[src/rtl/div_arbiter.sv]
//==============================================================================
// Module      : div_arbiter
// Description : Round-robin arbiter sharing one multi-cycle 16-bit signed
//               divider among NREQ requesters. Grants one pending request,
//               issues it to the divider, waits for done (with a watchdog),
//               and routes quotient/remainder back to the owning requester.
//               Optional macro DIV_ZERO_TRAP_EN short-circuits zero divisors
//               into an error response without touching the divider.
// Revision    : 1.0 - initial release
//==============================================================================
`default_nettype none

module div_arbiter #(
    parameter int NREQ    = 4,   // number of requesters, 2..8
    parameter int TIMEOUT = 64   // max WAIT cycles before abort, 20..255
) (
    input  logic                 clk,
    input  logic                 reset,
    // requester side
    input  logic [NREQ-1:0]      req,
    input  logic [16*NREQ-1:0]   req_dividend,
    input  logic [16*NREQ-1:0]   req_divisor,
    output logic [NREQ-1:0]      gnt,
    output logic [NREQ-1:0]      rsp_valid,
    output logic [15:0]          rsp_quotient,
    output logic [15:0]          rsp_remainder,
    output logic                 rsp_err,
    output logic                 busy,
    // divider side
    output logic                 div_start,
    output logic [15:0]          div_dividend,
    output logic [15:0]          div_divisor,
    input  logic                 div_done,
    input  logic [15:0]          div_quotient,
    input  logic [15:0]          div_remainder
);

    localparam int PTR_W = (NREQ > 1) ? $clog2(NREQ) : 1;
    localparam logic [7:0] TIMER_LAST = 8'(TIMEOUT - 1);

    typedef enum logic [2:0] {
        S_IDLE  = 3'd0,
        S_ISSUE = 3'd1,
        S_WAIT  = 3'd2,
        S_RESP  = 3'd3,
        S_TRAP  = 3'd4
    } state_t;

    state_t             state_q;
    logic [PTR_W-1:0]   owner_q;
    logic [PTR_W-1:0]   ptr_q;
    logic [7:0]         timer_q;
    logic [NREQ-1:0]    gnt_q;
    logic [NREQ-1:0]    rsp_valid_q;
    logic [15:0]        rsp_quotient_q;
    logic [15:0]        rsp_remainder_q;
    logic               rsp_err_q;
    logic               div_start_q;
    logic [15:0]        div_dividend_q;
    logic [15:0]        div_divisor_q;

    // Arbitration result for the current IDLE cycle
    logic               sel_found_d;
    logic [PTR_W-1:0]   sel_idx_d;
    logic [15:0]        sel_dividend_d;
    logic [15:0]        sel_divisor_d;
    logic               sel_div_zero_d;

    // Round-robin scan starting just after the last owner; iterating from
    // the farthest candidate down lets the nearest set bit win.
    always_comb begin
        sel_found_d = 1'b0;
        sel_idx_d   = '0;
        for (int k = NREQ; k >= 1; k--) begin
            if (req[(int'(ptr_q) + k) % NREQ]) begin
                sel_found_d = 1'b1;
                sel_idx_d   = PTR_W'((int'(ptr_q) + k) % NREQ);
            end
        end
    end

    // Operand mux for the selected requester
    always_comb begin
        sel_dividend_d = req_dividend[int'(sel_idx_d)*16 +: 16];
        sel_divisor_d  = req_divisor[int'(sel_idx_d)*16 +: 16];
        sel_div_zero_d = (sel_divisor_d == 16'd0);
    end

    // Main control FSM; every output it drives is registered and pulses are
    // cleared by default so each lasts exactly one cycle.
    always_ff @(posedge clk) begin
        if (reset) begin
            state_q         <= S_IDLE;
            owner_q         <= '0;
            ptr_q           <= PTR_W'(NREQ - 1);
            timer_q         <= '0;
            gnt_q           <= '0;
            rsp_valid_q     <= '0;
            rsp_quotient_q  <= '0;
            rsp_remainder_q <= '0;
            rsp_err_q       <= 1'b0;
            div_start_q     <= 1'b0;
            div_dividend_q  <= '0;
            div_divisor_q   <= '0;
        end else begin
            gnt_q       <= '0;
            rsp_valid_q <= '0;
            div_start_q <= 1'b0;
            case (state_q)
                S_IDLE: begin
                    if (sel_found_d) begin
                        owner_q        <= sel_idx_d;
                        ptr_q          <= sel_idx_d;
                        div_dividend_q <= sel_dividend_d;
                        div_divisor_q  <= sel_divisor_d;
                        gnt_q          <= NREQ'(1) << sel_idx_d;
`ifdef DIV_ZERO_TRAP_EN
                        if (sel_div_zero_d) begin
                            // Zero divisor never reaches the divider.
                            state_q <= S_TRAP;
                        end else begin
                            div_start_q <= 1'b1;
                            state_q     <= S_ISSUE;
                        end
`else
                        div_start_q <= 1'b1;
                        state_q     <= S_ISSUE;
`endif
                    end
                end
                S_ISSUE: begin
                    // div_done is deliberately ignored here: it may still be
                    // high from the previous operation.
                    timer_q <= '0;
                    state_q <= S_WAIT;
                end
                S_WAIT: begin
                    if (div_done) begin
                        rsp_quotient_q  <= div_quotient;
                        rsp_remainder_q <= div_remainder;
                        rsp_err_q       <= 1'b0;
                        rsp_valid_q     <= NREQ'(1) << owner_q;
                        state_q         <= S_RESP;
                    end else if (timer_q == TIMER_LAST) begin
                        rsp_quotient_q  <= '0;
                        rsp_remainder_q <= '0;
                        rsp_err_q       <= 1'b1;
                        rsp_valid_q     <= NREQ'(1) << owner_q;
                        state_q         <= S_RESP;
                    end else begin
                        timer_q <= timer_q + 8'd1;
                    end
                end
                S_TRAP: begin
                    rsp_quotient_q  <= '0;
                    rsp_remainder_q <= div_dividend_q;
                    rsp_err_q       <= 1'b1;
                    rsp_valid_q     <= NREQ'(1) << owner_q;
                    state_q         <= S_RESP;
                end
                S_RESP: begin
                    state_q <= S_IDLE;
                end
                default: begin
                    state_q <= S_IDLE;
                end
            endcase
        end
    end

    assign gnt           = gnt_q;
    assign rsp_valid     = rsp_valid_q;
    assign rsp_quotient  = rsp_quotient_q;
    assign rsp_remainder = rsp_remainder_q;
    assign rsp_err       = rsp_err_q;
    assign div_start     = div_start_q;
    assign div_dividend  = div_dividend_q;
    assign div_divisor   = div_divisor_q;
    assign busy          = (state_q != S_IDLE);

    // sel_div_zero_d only feeds the trap path; keep it referenced otherwise.
    logic unused_ok;
    assign unused_ok = sel_div_zero_d;

endmodule

`default_nettype wire

[config.mk]
export PLATFORM = sky130hd
export DESIGN_NAME = div_arbiter
export DESIGN_NICKNAME = d
export VERILOG_FILES = /design/src/rtl/div_arbiter.sv
export SDC_FILE = /design/constraint.sdc
export NUM_CORES = 1
export LEC_CHECK = 0
export ABC_CLOCK_PERIOD_IN_PS = 1900
export CAP_MARGIN = 30
export CORE_UTILIZATION = 40
export DETAILED_ROUTE_END_ITERATION = 8
export DONT_BUFFER_PORTS = 1
export GPL_ROUTABILITY_DRIVEN = 0
export GPL_TIMING_DRIVEN = 0
export PLACE_DENSITY = 0.55
export SLEW_MARGIN = 30
export SYNTH_ARGS = -nofsm -noshare
export SYNTH_HDL_FRONTEND = slang
export SYNTH_SLANG_ARGS = --single-unit
[constraint.sdc]
create_clock -name clk -period 1.9 [get_ports clk]
set_input_delay 0.38 -clock clk [delete_from_list [all_inputs] [get_ports clk]]
set_output_delay 0.38 -clock clk [all_outputs]
set_load 0.01 [all_outputs]
==> qor.csv <==
metric,value,unit
status,completed,
Die W,102,um
total CTS buffers,9,
CTS root buf,clkbuf_8,
GRT Total Usage,19.4,%
1st-iter DRT viols,71,
"most common cell after layout, fill and taps aside",dfxtp_1,
Synth Area in Compound Gates,21.6,%
Worst Path Required,2.15,ns
clock sink total,88,
endpoints failing setup,0,
post-route clock skew,0.0149,ns
synthesized area,4030,um^2
Synth-to-Final Area Change,11.4,%
largest net degree at the start of global routing,15,
CP cell instances,"ha_1, and4_4, nor4b_4, o21a_2, nor2_4, clkbuf_4, a22o_1",
final max-slew violation count,0,
Buffers on Ports,0,
family with the most delay on the worst path,simple AND/OR/NAND/NOR gates,
DP HPWL,7.77,mm
worst-path fanout max,10,
Synth Area per Inst,10.9,um^2
Post-Synth Adder-Cell Area,1.24,%
crit path launch type,flop,
Detail Route Antenna Nets,0,
Seq cells post-synth,88,
Final period util,93.3,%
RSZ-0062 raised after global routing,false,
Reg area,1760,um^2
area occupied by multi-input gates,2090,um^2
Worst-Margin Slew,0.471,ns
clock latency on the worst-skew pair,0.35,ns
nets@finish,554,
most frequent cells in the layout,"86 x dfxtp_1, 61 x mux2i_1, 44 x nand2_1",
placed insts,503,
die area,10500,um^2
maxcap violations,0,
max incr delay on CP,0.37,ns
"Warnings, synthesis",0,
Unique masters post-synth,41,
Post-Synth XOR/XNOR Area,0.870,%
register area share after synthesis,43.8,%
DRC viols,0,
Final Hold Viols,0,
min cycle time layout,1.77,ns
Simple-Gate Fraction of Synth Area,11.3,%
crit path max-delay cell type,dfxtp_2,
Synth Instances,370,
core footprint,9770,um^2
Ports,242,
crit path DAT,2.02,ns
peak supply drop,0.000571,V
total number of vias,2892,
post-synthesis mux area share,16.2,%
post-layout worst setup margin,0.128,ns
WL final,10.2,mm
antenna violations before repair,0,
DRT Pass-1 Iters,4,
Mapped Nets,541,
Vias per Instance,5.55,
crit end category,flop,
cts hold-fix bufs,0,
kind of critical path,flop to flop,
CTS tree,yes,
vias in the first global route,2868,
H-Tree Depth,3,
CTS Buffer Depth,2,
Worst slew margin,68.6,%
layout cells sized above 1,22.4,%
final core utilization,45.9,%
Rows,36,
largest family of logic cells by synthesized area,compound AO/OA/AOI/OAI gates,
diode count,0,
grt ovf,0,
worst path bufs/invs,1,
worst slack at placement,-0.0395,ns
Routed WL per cell,19.5,um
Leak,1.81,nW
f_max,564,MHz
total power,6.41,mW
fillers,947,
Non-Filler Instances,521,
Die H,102,um
first-pass GRT wire length,15.3,mm
clk slew on worst S/H paths,0.09,ns
power density cells,1430,nW/um^2
Starting Density,41.2,%
worst hold path type,primary input to flop,
-- area by class of cell --
class                   instances  share of cell area [%]
multi-input cells             250                    46.7
flip-flops and latches         88                    39.3
plain buffers                  26                    4.80
well taps                     133                    3.71
clock buffers                  11                    3.15
clock inverters                 5                    1.20
repair buffers                  2                   0.614
inverters                       6                   0.502
-- logic make-up after synthesis --
| kind of cell | Yosys count |
|---|---|
| AND/OR/NAND/NOR | 93 |
| flip-flops | 88 |
| multiplexers | 65 |
| XOR/XNOR | 4 |
| AO/OA/AOI/OAI | 84 |
| adder cells (fa/ha/maj) | 4 |
| buffers and inverters | 32 |
-- report_power, final --
part	internal [mW]	leakage, nW	switching [mW]	total (mW)
Clock	0.643	0.103	0.654	1.30
Sequential	2.32	0.720	0.569	2.89
Combinational	1.04	0.987	1.19	2.22
Total	4.00	1.81	2.41	6.41
-- state kept, by name, summed over array words and instances (netlist names), 4 cells and up --
signal         count
rsp_remainder     16
div_dividend      16
timer_q            8
gnt                4
rsp_valid          4
div_divisor       16
rsp_quotient      16
-- what timing repair did --
action | CTS | global route
resized for setup | 7 | 18
cloned | 0 | 0
setup buffers | 0 | 2
pin swaps | 2 | 2
setup endpoints to repair | 33 | 63
-- per-stage QoR --
stage / area [um^2] / setup TNS, ns / hold slack [ns]
after floorplan: 4030 / 0 / 0.449
after global placement: 4190 / 0 / 0.486
after detailed placement: 4190 / -0.530 / 0.484
after CTS: 4410 / 0 / 0.0994
after global routing: 4490 / 0 / 0.107
final: 4490 / 0 / 0.117
-- worst paths after layout --
check        slack (ns)  cells after the start                end        from
max                0.13                      7  rsp_remainder[11]  timer_q[0]
min                0.12                      1            rsp_err    div_done
max reg2reg        0.13                      7  rsp_remainder[11]  timer_q[0]
min reg2reg        0.50                      2       rsp_valid[3]  owner_q[0]
-- synth_stat cells --
library cell  instances  share of area (%)
inv_1                 5               0.47
nor2_2                2               0.31
a21oi_1               6               0.75
dfxtp_1              88                 44
nand2_4               1               0.28
or4_1                 2               0.37
buf_2                 9                1.1
nand2b_1              7                1.1
nand2b_2              1               0.22
o21a_1                2               0.37
o221ai_2             27                 10
xnor2_1               1               0.22
o22ai_1               1               0.16
inv_2                 1              0.093
a22oi_1               1               0.19
o221ai_1              6                1.3
buf_4                 5               0.93
o21ai_0               4               0.50
nand2_1              44                4.1
ha_1                  4                1.2
nand3_1               2               0.25
a22o_1               33                7.2
clkbuf_1              5               0.47
buf_6                 7                2.0
nand4_1               2               0.31
nor3_4                1               0.40
nor2b_1               1               0.16
xor2_1                3               0.65
nor4_1                1               0.16
nor4b_1               2               0.44
or4_4                 1               0.28
o211ai_1              1               0.19
nor2_1               20                1.9
or2_0                 1               0.16
and4_1                1               0.22
nor4b_2               1               0.37
a31oi_2               1               0.31
mux2i_1              65                 16
a211oi_1              1               0.19
a21oi_4               1               0.40
nor3_1                3               0.37
-- per-layer routing --
metal	vias up	wire (um)	global-route usage (%)	share of wire (%)
li1	1396	-	-	-
met1	1365	4260	24.8	42
met2	118	5040	30.8	50
met3	13	716	5.81	7.0
met4	0	142	7.25	1.4
met5	-	0	0	0
Power figures use the tool's default switching activity.
